==> src/rtl/checkpoint_ctrl.sv <==
// checkpoint_ctrl: tracks outstanding branch checkpoints in program
// order and sequences mispredict recovery and front-end flush.
package ooop_types;
  localparam int ROB_W = 6;
endpackage

module checkpoint_ctrl #(
  parameter int ROB_W        = ooop_types::ROB_W,
  parameter int MAX_BR       = 4,
  parameter int FLUSH_CYCLES = 2
) (
  input  logic                         clk,
  input  logic                         rst_n,
  input  logic                         rename_valid_i,
  input  logic                         rename_is_branch_i,
  input  logic [ROB_W-1:0]             rename_rob_tag_i,
  output logic                         rename_ready_o,
  output logic                         checkpoint_take_o,
  output logic [ROB_W-1:0]             checkpoint_tag_o,
  input  logic                         resolve_valid_i,
  input  logic [ROB_W-1:0]             resolve_tag_i,
  input  logic                         resolve_mispredict_i,
  output logic                         recover_o,
  output logic [ROB_W-1:0]             recover_tag_o,
  output logic                         flush_o,
  output logic [$clog2(MAX_BR):0]      br_count_o,
  output logic                         stale_resolve_o
);

  localparam int PW = $clog2(MAX_BR);
  localparam int CW = PW + 1;
  localparam int FW = (FLUSH_CYCLES < 2) ? 1
                    : $clog2(FLUSH_CYCLES + 1);

  typedef enum logic [1:0] {
    IDLE,
    RECOVER,
    FLUSH
  } state_t;

  state_t            state_q, state_n;
  logic [FW-1:0]     flush_cnt_q, flush_cnt_n;
  logic [ROB_W-1:0]  tag_q [MAX_BR];
  logic [MAX_BR-1:0] res_q;
  logic [PW-1:0]     head_q, tail_q;
  logic [CW-1:0]     count_q;
  logic              recover_q, flush_q, stale_q;
  logic [ROB_W-1:0]  rtag_q;

  logic          idle, hit, acc, mis_acc;
  logic          stale, pop, take;
  logic [PW-1:0] hit_idx, hit_dist;

  // An entry is active when its distance from head is below count.
  always_comb begin
    hit     = 1'b0;
    hit_idx = '0;
    for (int i = 0; i < MAX_BR; i++) begin
      if (!hit
          && ({1'b0, PW'(i) - head_q} < count_q)
          && tag_q[i] == resolve_tag_i) begin
        hit     = 1'b1;
        hit_idx = PW'(i);
      end
    end
  end

  assign idle    = state_q == IDLE;
  assign acc     = resolve_valid_i & idle & hit;
  assign mis_acc = acc & resolve_mispredict_i;
  assign stale   = resolve_valid_i & idle & ~hit;

  assign rename_ready_o = idle & ~mis_acc
    & ((count_q < CW'(MAX_BR)) | ~rename_is_branch_i);

  assign take = rename_valid_i & rename_is_branch_i
              & rename_ready_o;

  assign checkpoint_take_o = take;
  assign checkpoint_tag_o  = rename_rob_tag_i;

  assign hit_dist = hit_idx - head_q;

  // A mispredict on the head itself discards it, so no pop then.
  assign pop = (count_q != '0) & res_q[head_q]
             & ~(mis_acc & (hit_dist == '0));

  always_comb begin
    state_n     = state_q;
    flush_cnt_n = flush_cnt_q;
    unique case (state_q)
      IDLE: begin
        if (mis_acc) begin
          state_n     = RECOVER;
          flush_cnt_n = FW'(FLUSH_CYCLES);
        end
      end
      RECOVER: state_n = FLUSH;
      FLUSH: begin
        flush_cnt_n = flush_cnt_q - FW'(1);
        if (flush_cnt_q == FW'(1))
          state_n = IDLE;
      end
      default: state_n = IDLE;
    endcase
  end

  always_ff @(posedge clk) begin
    if (!rst_n) begin
      state_q     <= IDLE;
      flush_cnt_q <= '0;
      head_q      <= '0;
      tail_q      <= '0;
      count_q     <= '0;
      res_q       <= '0;
      recover_q   <= 1'b0;
      rtag_q      <= '0;
      flush_q     <= 1'b0;
      stale_q     <= 1'b0;
      for (int i = 0; i < MAX_BR; i++)
        tag_q[i] <= '0;
    end else begin
      state_q     <= state_n;
      flush_cnt_q <= flush_cnt_n;
      recover_q   <= mis_acc;
      if (mis_acc)
        rtag_q <= resolve_tag_i;
      flush_q <= state_n != IDLE;
      stale_q <= stale;
      if (pop)
        res_q[head_q] <= 1'b0;
      if (acc & ~resolve_mispredict_i)
        res_q[hit_idx] <= 1'b1;
      if (take) begin
        tag_q[tail_q] <= rename_rob_tag_i;
        res_q[tail_q] <= 1'b0;
      end
      head_q <= head_q + PW'(pop);
      if (mis_acc) begin
        tail_q  <= hit_idx;
        count_q <= {1'b0, hit_dist} - CW'(pop);
      end else begin
        tail_q  <= tail_q + PW'(take);
        count_q <= count_q + CW'(take) - CW'(pop);
      end
    end
  end

  assign recover_o       = recover_q;
  assign recover_tag_o   = rtag_q;
  assign flush_o         = flush_q;
  assign br_count_o      = count_q;
  assign stale_resolve_o = stale_q;

endmodule
==> config.mk <==
export PLATFORM = sky130hd
export DESIGN_NAME = checkpoint_ctrl
export DESIGN_NICKNAME = d
export VERILOG_FILES = /design/src/rtl/checkpoint_ctrl.sv
export SDC_FILE = /design/constraint.sdc
export NUM_CORES = 1
export LEC_CHECK = 0
export CAP_MARGIN = 10
export CORE_MARGIN = 5
export CORE_UTILIZATION = 30
export CTS_BUF_LIST = sky130_fd_sc_hd__clkbuf_8
export DETAILED_ROUTE_END_ITERATION = 16
export GPL_TIMING_DRIVEN = 0
export PLACE_DENSITY = 0.5
export REMOVE_ABC_BUFFERS = 1
export SETUP_SLACK_MARGIN = 0.15
export SLEW_MARGIN = 40
export SYNTH_ARGS = -nofsm -noshare
export SYNTH_HDL_FRONTEND = slang
export SYNTH_SLANG_ARGS = --single-unit
==> constraint.sdc <==
create_clock -name clk -period 4 [get_ports clk]
set_clock_uncertainty 0.1 [all_clocks]
set_input_delay 0.8 -clock clk [delete_from_list [all_inputs] [get_ports clk]]
set_output_delay 0.8 -clock clk [all_outputs]
set_load 0.01 [all_outputs]
# Word level (Yosys, flattened, before mapping)

Memories as Yosys holds them, arrays and structs flattened.
Index checks and enable logic that the tools add are counted.

Word-level logic and storage cells: 118
Output and inout port bits: 20
Flip-flop bits (word level): 24
Latch bits: 0
Memory bits (read-only): 0
Memories kept: 1
Memory bits (writable): 24
Input bits: 18

Memory list:

| name  | words | bits a word | rd ports | clocked after Yosys merged registers in | write ports | RTL line | RTL |
|---|---|---|---|---|---|---|---|
| tag_q | 4     | 6           | 4        | 0                                       | 4           | 43       | `logic [ROB_W-1:0] tag_q [MAX_BR];` |

Equal/unequal tests: 8
Reductions and logical operators: 20
Bitwise logic cells: 23
Multiply operators: 0
Div/mod/pow operators: 0
Magnitude comparators: 11
Muxes and demuxes: 34
Add/subtract/negate cells: 11
Shift-type cells: 0

Operators with widths:

| operator                                                          | count |
|---|---|
| equality test 6 bit                                               | 4 |
| 2-to-1 mux 4 bit                                                  | 5 |
| 2-to-1 mux 1 bit                                                  | 14 |
| 2-to-1 mux 2 bit                                                  | 7 |
| AND 1 bit                                                         | 12 |
| < comparator 2 x 3 -> 1 bit                                       | 4 |
| logical AND 1 bit                                                 | 10 |
| < comparator 2 x 3 -> 1 bit, second input constant                | 3 |
| AND 4 bit                                                         | 2 |
| inverter 4 bit                                                    | 2 |
| demux 1 bit (select 2 bit)                                        | 3 |
| greater-or-equal comparator 2 x 1 -> 1 bit, second input constant | 3 |
| 2-to-1 mux 6 bit                                                  | 1 |
| one-hot mux 2 bit (3 select lines)                                | 1 |
| OR reduction 6 bit                                                | 1 |
| inverter 1 bit                                                    | 5 |
| adder 2 x 1 -> 2 bit                                              | 2 |
| equality test 2 x 1 -> 1 bit, second input constant               | 2 |
| logical NOT 2 bit                                                 | 2 |
| OR 4 bit                                                          | 1 |
| one-hot mux 2 bit (2 select lines)                                | 1 |
| nonzero test 2 bit                                                | 2 |
| subtractor 1 x 2 -> 2 bit, first input constant                   | 2 |
| subtractor 2 bit, first input constant                            | 2 |
| other kinds (14)                                                  | 16 |

# Longest topological paths before layout

Gate-level depths: netlist (run 1).

Depth in word-level cells: 28
Mapped depth: 21
Gate-level depth less buffers: 20

# Worst setup path after synthesis (run 1)

No wires, ideal clock.

Kind: in2reg
Start point: input resolve_tag_i[4]
End point: register count_q[2], in the netlist br_count_o[2]
Data required time: 3.772 ns
Setup time: 0.128 ns
Path slack: -0.397 ns
Path buffers: 1
Cell stages on the path: 18
Arrival time: 4.170 ns
Cells stage by stage: buf_2 xor2_1 a2111oi_0 nand3_1 nor2_1 o21ai_0 ha_1 nand3_1 a2111oi_4 nor3_1 ha_1 inv_1 ha_1 fa_1 xor2_1 xnor2_1 mux2i_1 nor2_1

Cells in the longest elaborated chain, start to end: 24
Elaborated cells on any way between the ends: 36
Classes of those cells: add/sub (4); eq/ne (4); mux (8); bitwise (9); reduce/logical (11)

RTL lines:

| element                   | RTL line | RTL |
|---|---|---|
| start: declaration        | 21       | `input logic [ROB_W-1:0] resolve_tag_i,` |
| equality test 6 bit       | 61       | `&& tag_q[i] == resolve_tag_i) begin` |
| logical AND 1 bit         | 61       |  |
| 2-to-1 mux 1 bit          | 59       | `if (!hit` |
| logical NOT 1 bit         | 59       |  |
| logical AND 1 bit         | 60       | `&& ({1'b0, PW'(i) - head_q} < count_q)` |
| logical AND 1 bit         | 61       |  |
| 2-to-1 mux 1 bit          | 59       |  |
| logical NOT 1 bit         | 59       |  |
| [... 8 more ...]          | -        |  |
| AND 1 bit                 | 70       | `assign mis_acc = acc & resolve_mispredict_i;` |
| inverter 1 bit            | 73       | `assign rename_ready_o = idle & ~mis_acc` |
| AND 1 bit                 | 73       |  |
| AND 1 bit                 | 74       | `& ((count_q < CW'(MAX_BR)) \| ~rename_is_branch_i);` |
| AND 1 bit                 | 77       | `& rename_ready_o;` |
| adder 3 x 1 -> 3 bit      | 144      | `count_q <= count_q + CW'(take) - CW'(pop);` |
| subtractor 3 x 1 -> 3 bit | 144      |  |
| 2-to-1 mux 3 bit (*)      | 139      | `if (mis_acc) begin` |
| end signal: assignment    | 141      | `count_q <= {1'b0, hit_dist} - CW'(pop);` |
| end signal: assignment    | 144      |  |
| end: declaration          | 46       | `logic [CW-1:0] count_q;` |

Mark *: on every way between the ends. The rest lies on a longest branch, timed or not.
A chain may end at the register's enable or synchronous reset.

# Worst setup path after layout (run 1)

Start point: register head_q[1]
End point: register count_q[2], in the netlist br_count_o[2]

Cells in the longest elaborated chain, start to end: 25
Elaborated cells on any way between the ends: 43
Classes of those cells: add/sub (8); order compare (4); mux (10); bitwise (10); reduce/logical (11)

RTL lines:

| element                     | RTL line | RTL |
|---|---|---|
| start: declaration          | 45       | `logic [PW-1:0] head_q, tail_q;` |
| start signal: assignment    | 138      | `head_q <= head_q + PW'(pop);` |
| subtractor 1 x 2 -> 2 bit   | 60       |  |
| < comparator 2 x 3 -> 1 bit | 60       |  |
| logical AND 1 bit           | 61       |  |
| 2-to-1 mux 1 bit            | 59       |  |
| logical NOT 1 bit           | 59       |  |
| logical AND 1 bit           | 60       |  |
| logical AND 1 bit           | 61       |  |
| 2-to-1 mux 1 bit            | 59       |  |
| [... 9 more ...]            | -        |  |
| AND 1 bit                   | 70       |  |
| inverter 1 bit              | 73       |  |
| AND 1 bit                   | 73       |  |
| AND 1 bit                   | 74       |  |
| AND 1 bit                   | 77       |  |
| adder 3 x 1 -> 3 bit        | 144      |  |
| subtractor 3 x 1 -> 3 bit   | 144      |  |
| 2-to-1 mux 3 bit (*)        | 139      |  |

Mark *: on every way between the ends. The rest lies on a longest branch, timed or not. The select of a mux whose other input is x is not followed.

==> qor.csv, run 1 <==
stage,metric,value,unit
outcome,status,"complete, no violations",
synthesis,postSynth.asyncResetShare,0,
final_layout,fin_area,3520,um2
final_layout,final_cell_mix,"nor2_1, clkdlybuf4s50_1, edfxtp_1",
critical_path,crit_path_start_kind,flip-flop,
detailed_routing,dr.pass1.iters,4,
global_routing,antenna_found_initial,0,
detailed_routing,wl_met3,172,um
global_routing,grt_start_max_net_pins,20,
sta,finalMaxSlewViolations,0,
die,die_height,105.5,um
final_layout,n_antenna_cell,0,
placement,globalplace.congestion,0.8316,
run,drv_cap,0,
sta,finalSetupViolCount,0,
placement,port_buffers,37,
critical_path,crit_start,head_q[1],
power_and_ir_drop,internal-power,731.3,uW
sta,fin_crit_sh,0.9856,
critical_path,crit_path_end,br_count_o[2],
clocking,cts_buffer_depth,2,
critical_path,worstSetupPathType,reg2reg,
synthesis,synth_cells,266,
global_routing,grt_pass1_wl,10.96,mm
detailed_routing,postRouteAntennaNets,0,
clocking,cts_sinks,48,
sta,period_needed,3.943,ns
detailed_routing,drt_wl_total,6.724,mm
synthesis,syn_avg_cell_area,10.28,um2
sta,finalHoldViolCount,0,
detailed_routing,post_drt_wl_per_cell,16.16,um
clocking,clock-root-buffer,clkbuf_8,
detailed_routing,met1_length,3.114,mm
sta,max_slew.worst_pin.slew,0.5985,ns
sta,timing.fmax,0.2536,GHz
clocking,cts_buffers,5,
synthesis,synth_xor_area_frac,0.09607,
final_layout,final_common_cell,nor2_1,
synthesis,ys_warn_count,0,
power_and_ir_drop,ir_drop,0.1267,mV
synthesis,synth_top_family_by_area,simple AND/OR/NAND/NOR gates,
critical_path,path_max_fanout,3,
power_and_ir_drop,power.total,1025,uW
clocking,path_clk_slew,0.10,ns
global_routing,grt_overflow,0,
detailed_routing,viasPerCell,4.769,
power_and_ir_drop,seqPwrFrac,0.538,
clocking,clock_latency,0.31,ns
min_path,hp-class,reg2reg,
detailed_routing,drt_iter0_drc,84,
die,pin_count,38,
synthesis,syn_area,2735,um2
power_and_ir_drop,swShare,0.2866,
critical_path,worst-r2r-cell-count,20,
final_layout,final_util,0.3997,
synthesis,ys_ff_latch,48,
final_layout,drive_above_1_share,0.2370,
synthesis,synth_top_flop_cell,edfxtp_1,
global_routing,grt_use_total,0.1258,
die,core_area,8806,um2
detailed_routing,drc,0,
detailed_routing,wl_met2,3.311,mm
die,die_w,105.5,um
power_and_ir_drop,powerDensity,291.2,nW/um2
synthesis,synthMuxAreaShare,0.04117,
power_and_ir_drop,combPwrFrac,0.155,
final_layout,nNetsFinal,342,
placement,placed_cell_area,3156,um2
synthesis,synth_cell_type_count,46,
synthesis,synth_edf_count,24,
detailed_routing,vias,1984,
die,dieArea,11130,um2
placement,placed_cells,391,
placement,dp_hpwl,4.724,mm
detailed_routing,topRoutingLayerUsed,met4,
critical_path,r2r_start,head_q[1],
sta,slew_headroom,0.5976,
power_and_ir_drop,clock_power_share,0.307,
final_layout,syn2layout_area_growth,28.68,%
critical_path,r2r_end,br_count_o[2],
power_and_ir_drop,power.switching,293.7,uW
synthesis,seq_area_frac_synth,0.4392,
global_routing,grt_pass1_vias,2034,
synthesis,synth_compound_area_frac,0.1263,
critical_path,arrival,4.03,ns
critical_path,reg2reg_slack,0.06,ns
synthesis,synthSimpleGateAreaFrac,0.1400,
clocking,cts_tree,done,
sta,whs,0.4003,ns
power_and_ir_drop,power.leakage,0.001288,uW
final_layout,stdcell_count,416,
clocking,h-tree-depth,2,
die,fp-row-count,34,
critical_path,endpoint_kind,flip-flop,
synthesis,synthAdderAreaFrac,0.08051,
die,initial_core_util,0.3106,
sta,rsz0062_at_grt,yes,
critical_path,crit_required,4.09,ns
final cells by class:
cell class	count	area (um2)
fill	855	5286
multi-input combinational	179	1510
sequential	48	1211
timing repair buffer	56	499.2
tap	108	135.1
clock buffer	5	68.82
inverter	17	68.82
clock inverter	3	26.28
power by group through the flow:
stage | Combinational [uW] | Clock [uW] | Sequential (uW)
floorplan | 73.2 | 0 | 561
global placement | 144 | 0 | 563
detailed placement | 148 | 0 | 563
CTS | 156 | 331 | 551
global route | 174 | 347 | 555
finish | 159 | 315 | 551
worst min path at each step:
stage / from / to / slack (ns) / cells past startpoint
3_5_place_dp: recover_tag_o[0] / recover_tag_o[0] / 0.38 / 2
6_report: res_q[2] / res_q[2] / 0.40 / 2
2_1_floorplan: res_q[2] / res_q[2] / 0.35 / 2
4_1_cts: res_q[3] / res_q[3] / 0.40 / 2
3_3_place_gp: res_q[3] / res_q[3] / 0.38 / 2
5_1_grt: recover_tag_o[0] / recover_tag_o[0] / 0.44 / 2
cell usage after synthesis (2+ instances only):
library cell	instances	area, um2
nor2_1	35	131.4
dfxtp_1	24	480.5
edfxtp_1	24	720.7
xor2_1	20	175.2
ha_1	16	200.2
inv_1	16	60.06
nand2_1	14	52.55
nor3_1	12	60.06
xnor2_1	10	87.58
mux2i_1	9	90.09
buf_2	8	40.04
a21oi_1	6	30.03
buf_4	6	45.04
nand3_1	6	30.03
o31ai_1	6	45.04
and2_1	5	31.28
clkbuf_1	5	18.77
nand2b_1	4	25.02
o21ai_0	4	20.02
a32oi_1	3	26.28
a2111o_1	2	22.52
a2111oi_0	2	17.52
a211oi_2	2	25.02
and3_1	2	12.51
buf_6	2	22.52
or2_2	2	12.51
or4_1	2	15.01
layer usage:
layer | track usage | vias to the layer above
li1 | - | 999
met1 | 0.1673 | 937
met2 | 0.2086 | 38
met3 | 0.02017 | 10
met4 | 0.04124 | 0
met5 | 0 | -
cell families after synthesis:
kind of cell             count (synthesis)
XOR/XNOR                                30
AO/OA/AOI/OAI                           38
adder cells (fa/ha/maj)                 17
buffers and inverters                   39
AND/OR/NAND/NOR                         84
multiplexers                            10
flip-flops                              48
worst max-delay path, stage by stage (launching register included):
cell and delay [ns]:
dfxtp_4 0.38, inv_4 0.04, ha_4 0.26, inv_2 0.04, ha_4 0.14, a2111o_1 0.46, a211oi_4 0.25, nor2_4 0.05
o21ai_1 0.13, ha_1 0.20, nand3_2 0.10, a2111oi_4 0.25, nor3_2 0.11, ha_1 0.30, inv_1 0.04, ha_2 0.16
fa_2 0.34, xor2_1 0.16, xnor2_1 0.12, mux2i_1 0.13, nor2_1 0.05
state kept, by name, indices dropped and copies added, names as in the netlist:
signal / cells
tail_q: 2
br_count_o: 3
recover_tag_o: 6
flush_o: 1
recover_o: 1
state_q: 2
res_q: 4
stale_resolve_o: 1
flush_cnt_q: 2
tag_q: 24
head_q: 2
per-stage QoR:
step           setup slack [ns]  setup TNS, ns
2_1_floorplan           -0.2867        -0.3260
3_3_place_gp             -1.546         -41.18
3_5_place_dp             -1.385         -7.791
4_1_cts                -0.08617       -0.08954
5_1_grt                 -0.1343        -0.1343
6_report                0.05741              0
what timing repair did:
| action | CTS | global route |
|---|---|---|
| hold buffers | 0 | 0 |
| endpoints found under the setup margin | 15 | 4 |
| pin swaps | 17 | 20 |
| buffers inserted | 12 | 5 |
| gates resized for setup | 51 | 15 |
No activity file was read; power rests on OpenSTA's default activity.
==> run 2: changes to the inputs <==
CORE_UTILIZATION = 45   (was 30)
CTS_CLUSTER_DIAMETER = 200   (was unset)
PLACE_DENSITY = 0.67   (was 0.5)
clock period = 4.9 ns   (was 4 ns; I/O delays follow)
==> run 2 against run 1 <==
  * Utilization rose by 16 points
  * Via count is 0.66% higher
  * Power shrank 22%
  * Largest power group unchanged
  * Final cell count fell by 11%
==> qor.csv, run 2 (synthesized netlist as in run 1, its figures left out) <==
stage,metric,value,unit
global_routing,grt_start_max_net_pins,20,
critical_path,path_buf_inv,4,
global_routing,antenna_found_initial,0,
critical_path,endpoint_kind,output pin,
global_routing,grt_use_total,0.1783,
critical_path,arrival,3.51,ns
clocking,cts_buffer_depth,2,
sta,rsz0062_at_grt,no,
placement,dp_hpwl,4.541,mm
outcome,status,"complete, no violations",
critical_path,crit_required,3.82,ns
detailed_routing,viasPerCell,5.383,
die,initial_core_util,0.4620,
detailed_routing,vias,1997,
detailed_routing,drt_iter0_drc,103,
final_layout,final_util,0.5556,
final_layout,syn2layout_area_growth,20.27,%
power_and_ir_drop,power.leakage,0.001207,uW
clocking,h-tree-depth,2,
sta,finalHoldViolCount,0,
detailed_routing,drc,0,
critical_path,worstSetupPathType,in2out,
critical_path,crit_path_start_kind,primary input,
die,core_area,5921,um2
clocking,cts_tree,done,
die,fp-row-count,28,
clocking,path_clk_slew,0.09,ns
critical_path,path_max_fanout,15,
global_routing,grt_overflow,0,
final_layout,n_fill_cell,555,
die,dieArea,7737,um2
sta,max_slew.worst_pin.slew,0.7751,ns
sta,finalMaxSlewViolations,0,
global_routing,grt_pass1_vias,2066,
placement,port_buffers,37,
sta,whs,0.3962,ns
final_layout,drive_above_1_share,0.1351,
die,pin_count,38,
detailed_routing,postRouteAntennaNets,0,
critical_path,critPathTopFamily,buffers and inverters,
critical_path,cpPeakStageDelay,0.49,ns
power_and_ir_drop,ir_drop,0.1487,mV
run,drv_cap,0,
clocking,hold_buffers,0,
detailed_routing,drt_wl_total,6.386,mm
detailed_routing,dr.pass1.iters,4,
clocking,cts_sinks,48,
sta,fin_crit_sh,0.9361,
sta,slew_headroom,0.4789,
final_layout,final_cell_mix,"nor2_1, clkdlybuf4s50_1, edfxtp_1",
power_and_ir_drop,power.total,803.3,uW
final_layout,n_antenna_cell,0,
final_layout,largest_register,tag_q,
die,die_w,87.96,um
critical_path,cp_cell_sequence,dlygate4sd2_1 > xor2_1 > a2111o_1 > a211o_1 > a41oi_4 > buf_8 > or2_4 > inv_1 > clkdlybuf4s50_1,
die,die_height,87.96,um
global_routing,grt_pass1_wl,10.46,mm
final_layout,nNetsFinal,330,
critical_path,slowest_stage,clkdlybuf4s50_1,
sta,period_needed,4.587,ns
sta,finalSetupViolCount,0,
final_layout,final_common_cell,nor2_1,
clocking,cts_buffers,5,
final_layout,stdcell_count,371,
min_path,hp-class,reg2reg,
power_and_ir_drop,powerDensity,244.2,nW/um2
clocking,clock-root-buffer,clkbuf_8,
sta,timing.fmax,0.2180,GHz
placement,placed_cells,358,
final_layout,largest_reg_flops,24,
placement,globalplace.congestion,0.8311,
detailed_routing,post_drt_wl_per_cell,17.21,um
clocking,clock_latency,0.30,ns
## run 2: cell count changes in the layout (fill, tap and decap cells not counted), sizes merged
cell | before | now
clkdlybuf4s50 | 28 | 30
clkdlybuf4s15 | 1 | 0
dlymetal6s2s | 2 | 1
buf | 24 | 8
inv | 19 | 18
clkbuf | 6 | 8
dlygate4sd2 | 0 | 2
clkinvlp | 0 | 1
## run 2: layer usage
layer,track usage,vias to the layer above,wire length [um]
li1,-,971,-
met1,0.2358,965,2804
met2,0.2938,48,3167
met3,0.02822,13,301
met4,0.06695,0,113
met5,0,-,0
## run 2: what timing repair did
| action | CTS | global route |
|---|---|---|
| endpoints found under the setup margin | 5 | 3 |
| pin swaps | 4 | 5 |
| resized for setup | 13 | 17 |
| setup buffers | 4 | 1 |
## run 2: worst min-delay path, stage by stage, from the launching register on
cell	delay, ns
dfxtp_1	0.34
o31ai_1	0.07
a21oi_1	0.05
## run 2: metrics by stage
step           cell area, um2  setup WS, ns  TNS (ns)
2_1_floorplan            2589        0.4691         0
5_1_grt                  3289        0.2016         0
3_5_place_dp             3113       -0.9345    -2.508
3_3_place_gp             3053        -1.128    -6.545
4_1_cts                  3244       0.05854         0
6_report                 3289        0.3133         0
## run 2: power breakdown
group | switching [uW] | internal, uW
Combinational | 71.8 | 52.5
Clock | 132 | 97.1
Sequential | 12.1 | 438
## run 2: cell type report
cell class | count | area, um2 | area share
clock buffers | 5 | 68.82 | 0.02092
inverters | 17 | 63.81 | 0.01940
repair buffers | 44 | 410.4 | 0.1248
flip-flops and latches | 48 | 1206 | 0.3667
well taps | 75 | 93.84 | 0.02853
multi-input cells | 179 | 1431 | 0.4351
clock inverters | 3 | 15.01 | 0.004564
## run 2: worst paths after layout
| kind | start | to | slack [ns] | depth (start not counted) |
|---|---|---|---|---|
| min reg2reg | res_q[1] | res_q[1] | 0.40 | 2 |
| min | res_q[1] | res_q[1] | 0.40 | 2 |
| max reg2reg | head_q[1] | br_count_o[2] | 0.49 | 20 |
| max | resolve_tag_i[5] | checkpoint_take_o | 0.31 | 9 |
